<file path="config.mk">
export PLATFORM = sky130hd
export DESIGN_NAME = adsr_envelope
export DESIGN_NICKNAME = d
export VERILOG_FILES = /design/src/rtl/adsr_envelope.sv
export SDC_FILE = /design/constraint.sdc
export NUM_CORES = 1
export LEC_CHECK = 0
export ABC_CLOCK_PERIOD_IN_PS = 4450
export BUFFER_PORTS_ARGS = -buffer_cell sky130_fd_sc_hd__buf_2
export CORE_MARGIN = 2
export CORE_UTILIZATION = 30
export CTS_CLUSTER_DIAMETER = 80
export DETAILED_ROUTE_END_ITERATION = 10
export PLACE_DENSITY = 0.6
export SYNTH_ARGS = -nofsm -noshare
export SYNTH_HDL_FRONTEND = slang
export SYNTH_SLANG_ARGS = --single-unit
</file>
<file path="constraint.sdc">
create_clock -name clk -period 4.45 [get_ports clk]
set_clock_uncertainty 0.1 [all_clocks]
set_input_delay 0.6675 -clock clk [delete_from_list [all_inputs] [get_ports clk]]
set_output_delay 0.6675 -clock clk [all_outputs]
set_load 0.1 [all_outputs]
</file>
<file path="src/rtl/adsr_envelope.sv">
// ============================================================================
// adsr_envelope : per-sample ADSR level generator driven by a note gate
// Revision 1.0
// ============================================================================
`default_nettype none

module adsr_envelope #(
  parameter int BITSIZE  = 16,
  parameter int RATEBITS = 16
) (
  input  logic                clk,
  input  logic                resetn,
  input  logic                sample_en,
  input  logic                gate,
  input  logic [RATEBITS-1:0] att,
  input  logic [RATEBITS-1:0] dec,
  input  logic [RATEBITS-1:0] sus,
  input  logic [RATEBITS-1:0] rel,
  output logic [BITSIZE-1:0]  amplitude,
  output logic [2:0]          state,
  output logic                done
);

  typedef enum logic [2:0] {
    ST_IDLE    = 3'd0,
    ST_ATTACK  = 3'd1,
    ST_DECAY   = 3'd2,
    ST_SUSTAIN = 3'd3,
    ST_RELEASE = 3'd4
  } state_e;

  localparam logic [RATEBITS-1:0] c_level_max = {RATEBITS{1'b1}};

  state_e              state_q, state_d;
  logic [RATEBITS-1:0] level_q, level_d;
  logic                gate_dly_q, gate_dly_d;
  logic                done_q, done_d;

  logic                gate_rise;
  logic                gate_fall;
  logic [RATEBITS:0]   attack_sum;
  logic [RATEBITS-1:0] decay_gap;

  assign gate_rise  = gate & ~gate_dly_q;
  assign gate_fall  = ~gate & gate_dly_q;
  assign attack_sum = {1'b0, level_q} + {1'b0, att};
  // Only meaningful when level_q > sus; guarded by the comparison ahead of it.
  assign decay_gap  = level_q - sus;

  always_comb begin
    state_d    = state_q;
    level_d    = level_q;
    done_d     = 1'b0;
    gate_dly_d = gate;

    // Gate edges win over a coincident sample strobe and leave the level alone,
    // so a retrigger continues from the current level without a click.
    if (gate_rise) begin
      state_d = ST_ATTACK;
    end else if (gate_fall) begin
      if (state_q != ST_IDLE) begin
        state_d = ST_RELEASE;
      end
    end else if (sample_en) begin
      case (state_q)
        ST_IDLE: begin
          level_d = '0;
        end
        ST_ATTACK: begin
          if ((att == '0) || (attack_sum >= {1'b0, c_level_max})) begin
            level_d = c_level_max;
            state_d = ST_DECAY;
          end else begin
            level_d = attack_sum[RATEBITS-1:0];
          end
        end
        ST_DECAY: begin
          if ((level_q <= sus) || (decay_gap <= dec) || (dec == '0)) begin
            level_d = sus;
            state_d = ST_SUSTAIN;
          end else begin
            level_d = level_q - dec;
          end
        end
        ST_SUSTAIN: begin
          level_d = sus;
        end
        ST_RELEASE: begin
          if ((level_q <= rel) || (rel == '0)) begin
            level_d = '0;
            state_d = ST_IDLE;
            done_d  = 1'b1;
          end else begin
            level_d = level_q - rel;
          end
        end
        default: begin
          level_d = '0;
          state_d = ST_IDLE;
        end
      endcase
    end
  end

  always_ff @(posedge clk) begin
    if (!resetn) begin
      state_q    <= ST_IDLE;
      level_q    <= '0;
      gate_dly_q <= 1'b0;
      done_q     <= 1'b0;
    end else begin
      state_q    <= state_d;
      level_q    <= level_d;
      gate_dly_q <= gate_dly_d;
      done_q     <= done_d;
    end
  end

  assign amplitude = {1'b0, level_q[RATEBITS-1 -: BITSIZE-1]};
  assign state     = state_q;
  assign done      = done_q;

endmodule

`default_nettype wire

</file>
# ---- Word-level counts from Yosys, hierarchy flattened
# Cells that the tools add are included.
dict set report totals {
  register_bits 21
  output_inout_bits 20
  elab_cells 66
  inputBits 68
}
dict set report classes {
  order_cmp 4
  addsub 4
  n_reduce_logical 17
  n_eq_ne 14
  n_bitwise 9
  n_mux 13
}
# op count
set ops {}
lappend ops {{$pmux 16 s4} 1}
lappend ops {{$le 16x16->1} 3}
lappend ops {{$logic_not 16->1} 3}
lappend ops {{$mux 16} 3}
lappend ops {{$sub 16x16->16} 3}
lappend ops {{$mux 3} 6}
lappend ops {{$add 16x16->17} 1}
lappend ops {{$ge 17x16->1 const B} 1}
lappend ops {{$ne 4x4->1 const B} 3}
lappend ops {{$pmux 3 s4} 1}
lappend ops {{$reduce_and 6->1} 2}
lappend ops {{$ne 3x3->1 const B} 3}
lappend ops {{$not 1->1} 7}
lappend ops {{$eq 3x2->1 const B} 2}
lappend ops {{$reduce_bool 3->1} 2}
lappend ops {{$reduce_or 5->1} 1}
lappend ops {{$logic_or 1x1->1} 4}
lappend ops {{$ne 2x1->1 const B} 2}
lappend ops {{$reduce_or 2->1} 2}
lappend ops {{$eq 3x1->1 const B} 1}
lappend ops {{$eq 3x3->1 const B} 1}
lappend ops {{$logic_not 3->1} 1}
lappend ops {{$ne 3x1->1 const B} 1}
lappend ops {{$ne 3x2->1 const B} 1}
lappend ops {{4 further kinds} 6}

# ---- Longest topological paths before layout
# Gate-level depths: netlist of run 1.
dict set report logic_depth {
  word_depth 9
  mapped_depth 22
  mapped_depth_nobuf 21
}

# ---- Least setup slack after synthesis of run 1
# Ideal clock, no wire load.
dict set report synth_path {
  path_kind {input -> register}
  from {in sus[1]}
  to {reg level_q[0]}
  t_arrival_ns 4.357
  cell_stages 21
  t_required_ns 4.228
  path_buffers 1
  slack_ns -0.129
  setup_time_ns 0.122
  cell_sequence {inv_1 > ha_1 > nor2b_1 > o21ai_0 > a21oi_1 > o211ai_1 > a21oi_1 > nor3_1 > or3_1 > a211o_1 > nand3_1 > ha_1 > and3_1 > nand4_1 > nor3_1 > nor3_1 > nand2_2 > buf_4 > mux2i_1 > o21ai_0 > o311a_1}
}
dict set report synth_via {
  elab_chain_len 6
  elab_cells_between_ends 7
  cone_classes {1 x add/sub; 2 x order compare; 2 x mux; 2 x reduce/logical}
}
# item line_no
set synth_lines {}
lappend synth_lines {{start, declared} 17} ;# input logic [RATEBITS-1:0] sus,
lappend synth_lines {{$sub 16x16->16} 48} ;# assign decay_gap = level_q - sus;
lappend synth_lines {{$le 16x16->1} 78} ;# if ((level_q <= sus) || (decay_gap <= dec) || (dec == '0)) begin
lappend synth_lines {{$logic_or 1x1->1 (*) (2 in series)} 78}
lappend synth_lines {{$mux 16 (*)} 78}
lappend synth_lines {{$pmux 16 s4 (*)} 65} ;# case (state_q)
lappend synth_lines {{end signal, assigned} 113} ;# level_q <= level_d;
lappend synth_lines {{end, declared} 35} ;# logic [RATEBITS-1:0] level_q, level_d;
# Mark *: on every way between the ends. The rest lies on a longest branch, timed or not.
# A chain may end at the register's enable or synchronous reset.

# ---- Final worst setup path of run 1
dict set report layout_path {
  from {in sus[5]}
  to {reg level_q[1]}
}
# Same word-level chain as after synthesis.

==> metrics.txt, run 1 <==
Initial Util 30.8%; Critical Path Max Stage Delay 0.37 ns; Final Hold Vio Count 0; Syn Area/Cell 7.31 sq um; CP startpoint kind input port; Reg clk slew, reported paths 0.06 ns; register bit total from synthesis 21; DP Area 6310 sq um; Vias 5,901; Critical Path AT 4.41 ns; CP top delay family compound AO/OA/AOI/OAI gates; PnR worst setup slack 0.0933 ns; Crit Path Class input port to flop; worst-path fanout max 5; Pleak 3.37 nW; hpwl dp 15.7 mm; IO buf count 86; worst-skew pair later-pin latency 0.26 ns; H-tree depth 1; area leader, netlist ha_1; worst r2r src level_q[1]; Reg-to-Reg End level_q[9]; CP max stage cell or3_1; vias per inst 5.46; first-pass GRT wire length 29.0 mm; Residual DRC 0; Power Dens Cells 118 nW/um^2; GRT Util Overall 19.5%; Max-Cap Viols 0; CTS buffer count 3; initial antenna violation count 0; Netlist Area Pre-Place 5320 sq um; 1st-iter DRT viols 343; number of synthesized flops with an enable pin 0; max frequency 230 MHz; Total Wirelength 18.8 mm; r2r setup slk 0.12 ns; clk sinks 21; Routed WL per cell 17.5 um; Mapped Cells 728; RSZ-0062 raised after global routing yes; TritonRoute pass-1 iters 5; worst slack, placed -0.518 ns; Final GP Congestion 0.984; worst hold path class flop to flop; Synth-to-Final Area Change 25.6%; Final Setup Violations 0; most common flop cell mapped by yosys dfxtp_1; worst-case reg-to-reg path depth 19; nets 1,010; chip height 137 um; maximum VDD drop 0.118 mV; largest net degree at the start of global routing 19; maximum buffer depth of the clock tree 2; row count 48; Max-slew headroom 50.6%; max-slew violations 0; die area 18,800 sq um; final cycle utilization of the critical path 97.9%; Core Area 17,300 sq um; total global routing overflow 0; worst path bufs/invs 4; cell count along the critical path 21; Yosys top cell area share 19.3%; status finished, final reports clean; fin area 6690 sq um; Critical Path Sink level_q[1]; worst path cell trace buf_2 > inv_1 > ha_1 > a21oi_1 > o21ai_0 > or3_1 > a21oi_2 > o21bai_1 > a21oi_1 > xnor2_1 > ha_1 > and3_4 > nand4_1 > inv_1 > o31ai_2 > a22oi_2 > nand2_2 > buf_6 > mux2i_1 > a221o_1 > o221a_2; Critical Path RT 4.50 ns; Seq/Total Area, Yosys 7.90%; CTS tree built; Worst Setup SP sus[5]; Final ANT Viol Nets 0; Async S/R FF share, synth 0%; Die X 137 um; Synth area leaders ha_1, dfxtp_1, a21oi_1; vias in the first global route 5,765; Least-Margin Pin Slew 0.734 ns; Synthesized Nets 882; min cycle time layout 4.36 ns; Fill cells 1,875; Worst setup EP type flop; fraction of layout cells with a size suffix above 1 24.8%; yosys warns 0; io pins 88; post-synth cell types 81; antenna diode count 0; clk root buf clkbuf_16
[what timing repair did]
action                                  4_1_cts  5_1_grt
endpoints found under the setup margin       17       17
pin swaps                                    14       28
buffers inserted                              1        7
hold buffers                                  0        0
resized for setup                            10       39
[per-layer routing]
layer	vias up	track usage [%]	part of all wire (%)	wire length, um
li1	2953	-	-	-
met1	2743	26.2	46	8590
met2	177	33.9	46	8740
met3	28	1.29	5.9	1120
met4	0	5.10	2.1	394
met5	-	0	0	0
[stage by stage]
step / power [mW] / TNS, ns / hold slack, ns / cells / util, %
2_1_floorplan: 0.436 / 0 / 0.393 / 728 / -
3_3_place_gp: 0.564 / -5.55 / 0.515 / 1068 / 36.5
3_5_place_dp: 0.564 / -6.92 / 0.522 / 1068 / 36.5
4_1_cts: 0.768 / 0 / 0.530 / 1073 / 37.2
5_1_grt: 0.833 / -0.259 / 0.552 / 1080 / 38.7
6_report: 0.789 / 0 / 0.525 / 1080 / 38.7
[worst reg2reg max path, cell delays in order (launching register included)]
cell	delay, ns
dfxtp_1	0.48
ha_4	0.26
nor2b_4	0.12
o21ai_2	0.15
a21oi_2	0.09
o211ai_1	0.27
a21oi_2	0.13
nor3_4	0.26
nor2_2	0.06
xnor2_1	0.17
ha_1	0.26
and3_4	0.18
a221o_1	0.32
a221oi_2	0.29
a22oi_2	0.11
nand2_2	0.18
buf_6	0.16
mux2i_4	0.24
o221ai_2	0.12
a32o_1	0.28
[synthesized netlist by cell type, types with 5 or more instances]
master / n
ha_1: 82
o21a_1: 11
a21oi_1: 65
o31ai_1: 7
nand3_1: 14
inv_1: 84
nand2b_1: 6
o21ai_0: 44
clkbuf_1: 9
o211ai_1: 7
nor4_1: 17
xor2_1: 15
nand2_1: 37
or3_1: 7
o21ai_1: 5
mux2i_1: 12
a31oi_1: 9
a211oi_1: 7
nor2b_1: 12
o21bai_1: 7
nor3_1: 17
dfxtp_1: 21
buf_4: 17
nor2_1: 46
and3_1: 7
nand4_1: 13
and2_1: 8
a21o_1: 24
xnor2_1: 24
[registers in the layout (all words and copies together), names as in the netlist]
signal	cells
state	3
level_q	16
done	1
gate_dly_q	1
[cells in the final DEF (no fill, tap or decap), drive strengths merged, types with 13 or more instances in the layout]
master	instances
a21o	25
a21oi	66
buf	152
dfxtp	21
ha	82
inv	84
nand2	38
nand3	14
nand4	13
nor2	46
nor2b	13
nor3	17
nor4	18
o21ai	49
xnor2	25
xor2	15
[where the power goes]
group	internal, mW	total, mW	switching, mW
combinational	0.164	0.392	0.228
clock	0.122	0.200	0.0778
sequential	0.191	0.197	0.00625
[layout make-up]
class / instances / area [sq um] / area share [%]
well taps: 225 / 282 / 4.21
clock buffers: 4 / 78.8 / 1.18
repair buffers: 152 / 951 / 14.2
inverters: 84 / 318 / 4.75
multi-input cells: 594 / 4640 / 69.3
flip-flops and latches: 21 / 420 / 6.29
[how the worst min path moves through the flow]
stage	startpoint	endpoint	slack, ns	cells past startpoint
CTS	state[2]	state[2]	0.53	2
finish	state[2]	state[2]	0.53	2
global placement	state[2]	state[2]	0.51	2
floorplan	level_q[11]	level_q[11]	0.39	2
detailed placement	state[2]	state[2]	0.52	2
global route	gate	gate_dly_q	0.55	2
[cell families (layout without fill, tap and decap cells)]
group,count (synthesis),count (layout),share of synthesized area (%)
AO/OA/AOI/OAI,253,253,33.2
AND/OR/NAND/NOR,201,201,19.6
buffers and inverters,113,240,9.24
adder cells (fa/ha/maj),86,86,20.8
XOR/XNOR,40,40,6.72
flip-flops,21,21,7.90
multiplexers,13,13,2.47
other,1,1,0.0705
Power figures use the tool's default switching activity.
==> run 2: changes to the inputs <==
- REMOVE_ABC_BUFFERS: default -> 1
==> metrics.txt, run 2 (synthesis gave the netlist of run 1 again) <==
worst-path fanout max 6 (+1); Initial Util 30.8% (unchanged); row count 48 (unchanged); Top reg by flops level_q; CP startpoint kind input port; maximum VDD drop 0.130 mV (+10%); initial antenna violation count 0 (unchanged); Critical Path AT 4.47 ns (+0.06 ns); CTS Hold Bufs 0 (unchanged); Total Wirelength 18.3 mm (-3.0%); Synth-to-Final Area Change 24.3%; CTS buffer count 3 (unchanged); Reg clk slew, reported paths 0.06 ns (about the same); maximum buffer depth of the clock tree 2 (unchanged); commonest cells after routing, fill and taps aside buf_2, inv_1, ha_1, buf_4, a21oi_1; worst-skew pair later-pin latency 0.26 ns (about the same); Max-slew headroom 44.7% (-5.9 points); Least-Margin Pin Slew 0.823 ns (+0.0884 ns); worst r2r src level_q[1]; CP top delay family compound AO/OA/AOI/OAI gates; status finished, final reports clean; largest net degree at the start of global routing 19 (unchanged); r2r setup slk 0.12 ns (about the same); GRT Util Overall 19.3% (-0.20 points); Die X 137 um (unchanged); worst hold path class flop to flop; hold depth 2 (unchanged); Final ANT Viol Nets 0 (unchanged); Worst setup EP type flop; worst-case reg-to-reg path depth 20 (+1); max-slew violations 0 (unchanged); IO buf count 86 (unchanged); fraction of layout cells with a size suffix above 1 24.0% (-0.76 points); worst slack, placed -0.575 ns (-0.0572 ns); PnR worst setup slack 0.0331 ns (-0.0602 ns); Worst Setup SP sus[1]; fin cells 1,078 (-0.19%); hpwl dp 15.5 mm (-1.4%); chip height 137 um (unchanged); CP max stage cell a221o_1; Residual DRC 0 (unchanged); vias per inst 5.38 (-1.5%); leading cell type in the layout, fill and taps excluded buf_2; Critical Path RT 4.50 ns (about the same); setup TNS 0 ns (unchanged); Fill cells 1,846 (-1.5%); clk sinks 21 (unchanged); RSZ-0062 raised after global routing yes; hold wc startpoint state[2]; Reg area 420 sq um (unchanged); min cycle time layout 4.42 ns (+0.0602 ns); 1st-iter DRT viols 262 (-24%); Largest register FFs 16 (unchanged); Routed WL per cell 17.0 um (-2.8%); nets 1,008 (-0.20%); Max-Cap Viols 0 (unchanged); total global routing overflow 0 (unchanged); io pins 88 (unchanged); cell count along the critical path 22 (+4.8%); clk root buf clkbuf_16; worst path cell trace buf_8 > inv_4 > ha_4 > nor2b_4 > o21ai_2 > a21oi_2 > o211ai_1 > a21oi_2 > nor3_2 > nor2_1 > xnor2_1 > ha_1 > and3_4 > a221o_1 > a221oi_2 > a22oi_2 > nand2_2 > buf_12 > buf_8 > mux2i_1 > a221o_1 > o221a_2; first-pass GRT wire length 28.5 mm (-1.6%); Final GP Congestion 0.945 (-4.0%); vias in the first global route 5,563 (-3.5%); Crit Path Class input port to flop; Final Hold Vio Count 0 (unchanged); max frequency 226 MHz (-1.4%); H-tree depth 1 (unchanged); TritonRoute pass-1 iters 6 (+1); Power Dens Cells 117 nW/um^2 (-0.64%); Vias 5,804 (-1.6%); placed insts 1,064 (-0.37%); CTS tree built; antenna diode count 0 (unchanged); Pleak 3.37 nW (about the same); footprint of the multi-input gates 4580 sq um (-1.3%); die area 18,800 sq um (unchanged); Critical Path Max Stage Delay 0.36 ns (about the same); worst path bufs/invs 4 (unchanged); Final Setup Violations 0 (unchanged); final cycle utilization of the critical path 99.3% (+1.4 points); Core Area 17,300 sq um (unchanged)
## run 2: cell types whose count changed in the layout (fill, tap and decap cells not counted), sizes merged
| cell | previous run | this run |
|---|---|---|
| clkinv | 0 | 1 |
| clkbuf | 4 | 3 |
| buf | 152 | 150 |
## run 2: per-layer routing
metal / part of all wire [%] / vias up / track usage, %
met5: 0 / - / 0
met4: 3.8 / 0 / 7.27
met3: 4.0 / 31 / 0.883
met2: 47 / 153 / 33.7
met1: 45 / 2661 / 25.2
li1: - / 2959 / -
## run 2: layout make-up
class,instances,area share [%]
Clock inverter,1,0.0756
Multi-Input combinational cell,594,69.2
Tap cell,225,4.25
Timing Repair Buffer,150,14.2
Sequential cell,21,6.35
Clock buffer,3,1.13
Inverter,84,4.80
## run 2: final timing paths
check,endpoint
max,level_q[1]
min,state[2]
max reg2reg,level_q[1]
min reg2reg,state[2]
## run 2: timing repair
action,in CTS,in global routing
endpoints found under the hold margin,0,0
endpoints found under the setup margin,17,17
setup buffers,5,5
resized for setup,10,33
pin swaps,11,30
## run 2: per-stage QoR
| step | cell area [sq um] | hold WS, ns | utilization (%) | power, mW |
|---|---|---|---|---|
| 3_3_place_gp | 6280 | 0.521 | 36.3 | 0.561 |
| 2_1_floorplan | 5150 | 0.512 | - | 0.429 |
| 5_1_grt | 6620 | 0.562 | 38.3 | 0.828 |
| 3_5_place_dp | 6280 | 0.527 | 36.3 | 0.562 |
| 4_1_cts | 6430 | 0.534 | 37.2 | 0.763 |
| 6_report | 6620 | 0.541 | 38.3 | 0.776 |
## run 2: where the power goes
part | internal (mW) | total, mW | switching (mW)
Sequential | 0.191 | 0.197 | 0.00613
Combinational | 0.159 | 0.382 | 0.223
Clock | 0.121 | 0.197 | 0.0757
Total | 0.471 | 0.776 | 0.305
## run 2: worst register-to-register path, cell delays in order, from the launching register on
cell	delay, ns
dfxtp_1	0.43
ha_4	0.24
nor2b_4	0.12
o21ai_2	0.14
a21oi_2	0.09
o211ai_1	0.27
a21oi_2	0.13
nor3_2	0.24
nor2_1	0.09
xnor2_1	0.14
ha_1	0.31
and3_4	0.19
a221o_1	0.36
a221oi_2	0.30
a22oi_2	0.13
nand2_2	0.13
buf_12	0.12
buf_8	0.11
mux2i_1	0.08
a221o_1	0.29
o221a_2	0.22
==> run 3: changes to the inputs <==
- GPL_TIMING_DRIVEN: default -> 0
==> metrics.txt, run 3 (synthesis gave the netlist of run 1 again) <==
switching share of power 40.4% (+1.1 points); hpwl dp 14.5 mm (-6.7%); fin area 6380 sq um (-3.5%); Initial Util 30.8% (unchanged); H-tree depth 1 (unchanged); fraction of layout cells with a size suffix above 1 21.1% (-3.0 points); Max-slew headroom 37.2% (-7.5 points); IO buf count 86 (unchanged); maximum VDD drop 0.113 mV (-13%); footprint of the multi-input gates 4690 sq um (+2.5%); Vias 5,797 (-0.12%); CP max stage cell mux2_2; total global routing overflow 0 (unchanged); final cycle utilization of the critical path 101% (+2.0 points); worst-skew pair later-pin latency 0.26 ns (about the same); CTS tree built; 1st-iter DRT viols 405 (+55%); Int Pwr 463 uW (-1.5%); max-slew violations 0 (unchanged); TritonRoute pass-1 iters 5 (-1); io pins 88 (unchanged); min cycle time layout 4.51 ns (+0.0894 ns); commonest cells after routing, fill and taps aside buf_2, inv_1, ha_1, a21oi_1, nor2_1; Power Dens Cells 122 nW/um^2 (+3.9%); die area 18,800 sq um (unchanged); largest net degree at the start of global routing 19 (unchanged); Critical Path AT 4.55 ns (+0.08 ns); maximum buffer depth of the clock tree 2 (unchanged); RSZ-0062 raised after global routing yes; Pleak 3.13 nW (-7.2%); clk root buf clkbuf_16; Critical Path Max Stage Delay 0.36 ns (about the same); Synth-to-Final Area Change 19.9%; Routed WL per cell 17.7 um (+4.2%); net switching power 314 uW (+3.0%); placed insts 1,011 (-5.0%); worst path cell trace buf_8 > inv_8 > ha_4 > nor2b_4 > o21ai_2 > a21oi_2 > o211ai_1 > a21oi_2 > nor3_4 > or3_4 > a211o_1 > nand3_2 > ha_4 > and3_4 > nand4_1 > nor3_2 > nor3_4 > buf_4 > nand2_8 > mux2_2 > a222oi_1 > o21ai_1; initial antenna violation count 0 (unchanged); Largest register FFs 16 (unchanged); Core Area 17,300 sq um (unchanged); Residual DRC 0 (unchanged); nets 962 (-4.6%); leading cell type in the layout, fill and taps excluded buf_2; status finished, violations left; antenna diode count 0 (unchanged); CP startpoint kind input port; worst-path fanout max 6 (unchanged); max frequency 222 MHz (-2.0%); PnR worst setup slack -0.0564 ns (-0.0894 ns); Least-Margin Pin Slew 0.939 ns (+0.116 ns); GRT Util Overall 18.7% (-0.65 points); failing checks negative setup slack; Reg clk slew, reported paths 0.06 ns (about the same); vias in the first global route 5,431 (-2.4%); worst slack, placed -1.28 ns (-0.708 ns); Fill cells 1,870 (+1.3%); Final Hold Vio Count 0 (unchanged); Clock Power Share 26.4% (+1.1 points); first-pass GRT wire length 27.8 mm (-2.5%); fin cells 1,032 (-4.3%); CTS Hold Bufs 0 (unchanged); CTS buffer count 3 (unchanged); Die X 137 um (unchanged); Final ANT Viol Nets 0 (unchanged); Critical Path RT 4.50 ns (about the same); Crit Path Class input port to flop; sequential power share 25.4% (about the same); row count 48 (unchanged); worst hold path class flop to flop; Total Wirelength 18.2 mm (-0.27%); Max-Cap Viols 0 (unchanged); clk sinks 21 (unchanged); Reg area 427 sq um (+1.5%); Final GP Congestion 0.926 (-2.0%); Final Setup Violations 6 (+6); Comb pwr share 48.2% (-1.1 points); Top reg by flops level_q; Worst setup EP type flop; chip height 137 um (unchanged); DP Area 5870 sq um (-6.5%); vias per inst 5.62 (+4.3%)
## run 3: cell count changes in the layout (fill, tap and decap cells not counted), moves of 3 or more
cell | before | now
mux2i_4 | 0 | 3
buf_6 | 0 | 3
buf_4 | 62 | 14
dfxtp_1 | 21 | 18
## run 3: per-layer routing
metal / vias up / global-route usage (%) / share of wire, %
met2: 183 / 32.6 / 48
met1: 2716 / 24.7 / 44
li1: 2871 / - / -
met5: - / 0 / 0
met4: 0 / 5.84 / 2.7
met3: 27 / 0.993 / 5.6
## run 3: through the flow
step / utilization [%] / power, mW / TNS [ns] / hold slack (ns)
after floorplan: - / 0.429 / -7.04 / 0.512
after global placement: 33.9 / 0.534 / -17.07 / 0.491
after detailed placement: 33.9 / 0.537 / -17.43 / 0.505
after CTS: 35.6 / 0.756 / 0 / 0.497
after global routing: 36.9 / 0.822 / -2.73 / 0.508
final: 36.9 / 0.778 / -0.192 / 0.500
## run 3: final cells by class
type	count	share of cell area, %
multi-input cells	595	73.5
inverters	84	5.12
well taps	225	4.41
flip-flops and latches	21	6.68
repair buffers	103	9.07
clock buffers	4	1.23
## run 3: critical path: cells and delay by family
| kind | cells | cell delay (ns) |
|---|---|---|
| simple gates | 9 | 1.48 |
| buf+inv | 3 | 0.30 |
| mux | 1 | 0.36 |
| fa+ha+maj | 2 | 0.39 |
| compound gates | 7 | 1.32 |
## run 3: final timing paths
check / startpoint / to / slack (ns) / cells after the start
setup / recovery: sus[1] / level_q[11] / -0.06 / 22
hold / removal: level_q[5] / level_q[5] / 0.50 / 1
setup reg to reg: level_q[1] / level_q[11] / 0.04 / 20
hold reg to reg: level_q[5] / level_q[5] / 0.50 / 1
## run 3: what timing repair did
item                       4_1_cts  5_1_grt
pin swaps                       17       34
setup buffers                    9        7
setup endpoints to repair       17       17
gates cloned                     1        0
resized for setup               29       39
## run 3: power by group through the flow
stage	registers (mW)	clock network [mW]	logic (mW)
final	0.198	0.205	0.375
after global routing	0.198	0.212	0.412
after CTS	0.199	0.207	0.351
after detailed placement	0.202	0	0.335
after global placement	0.203	0	0.332
after floorplan	0.215	0	0.214
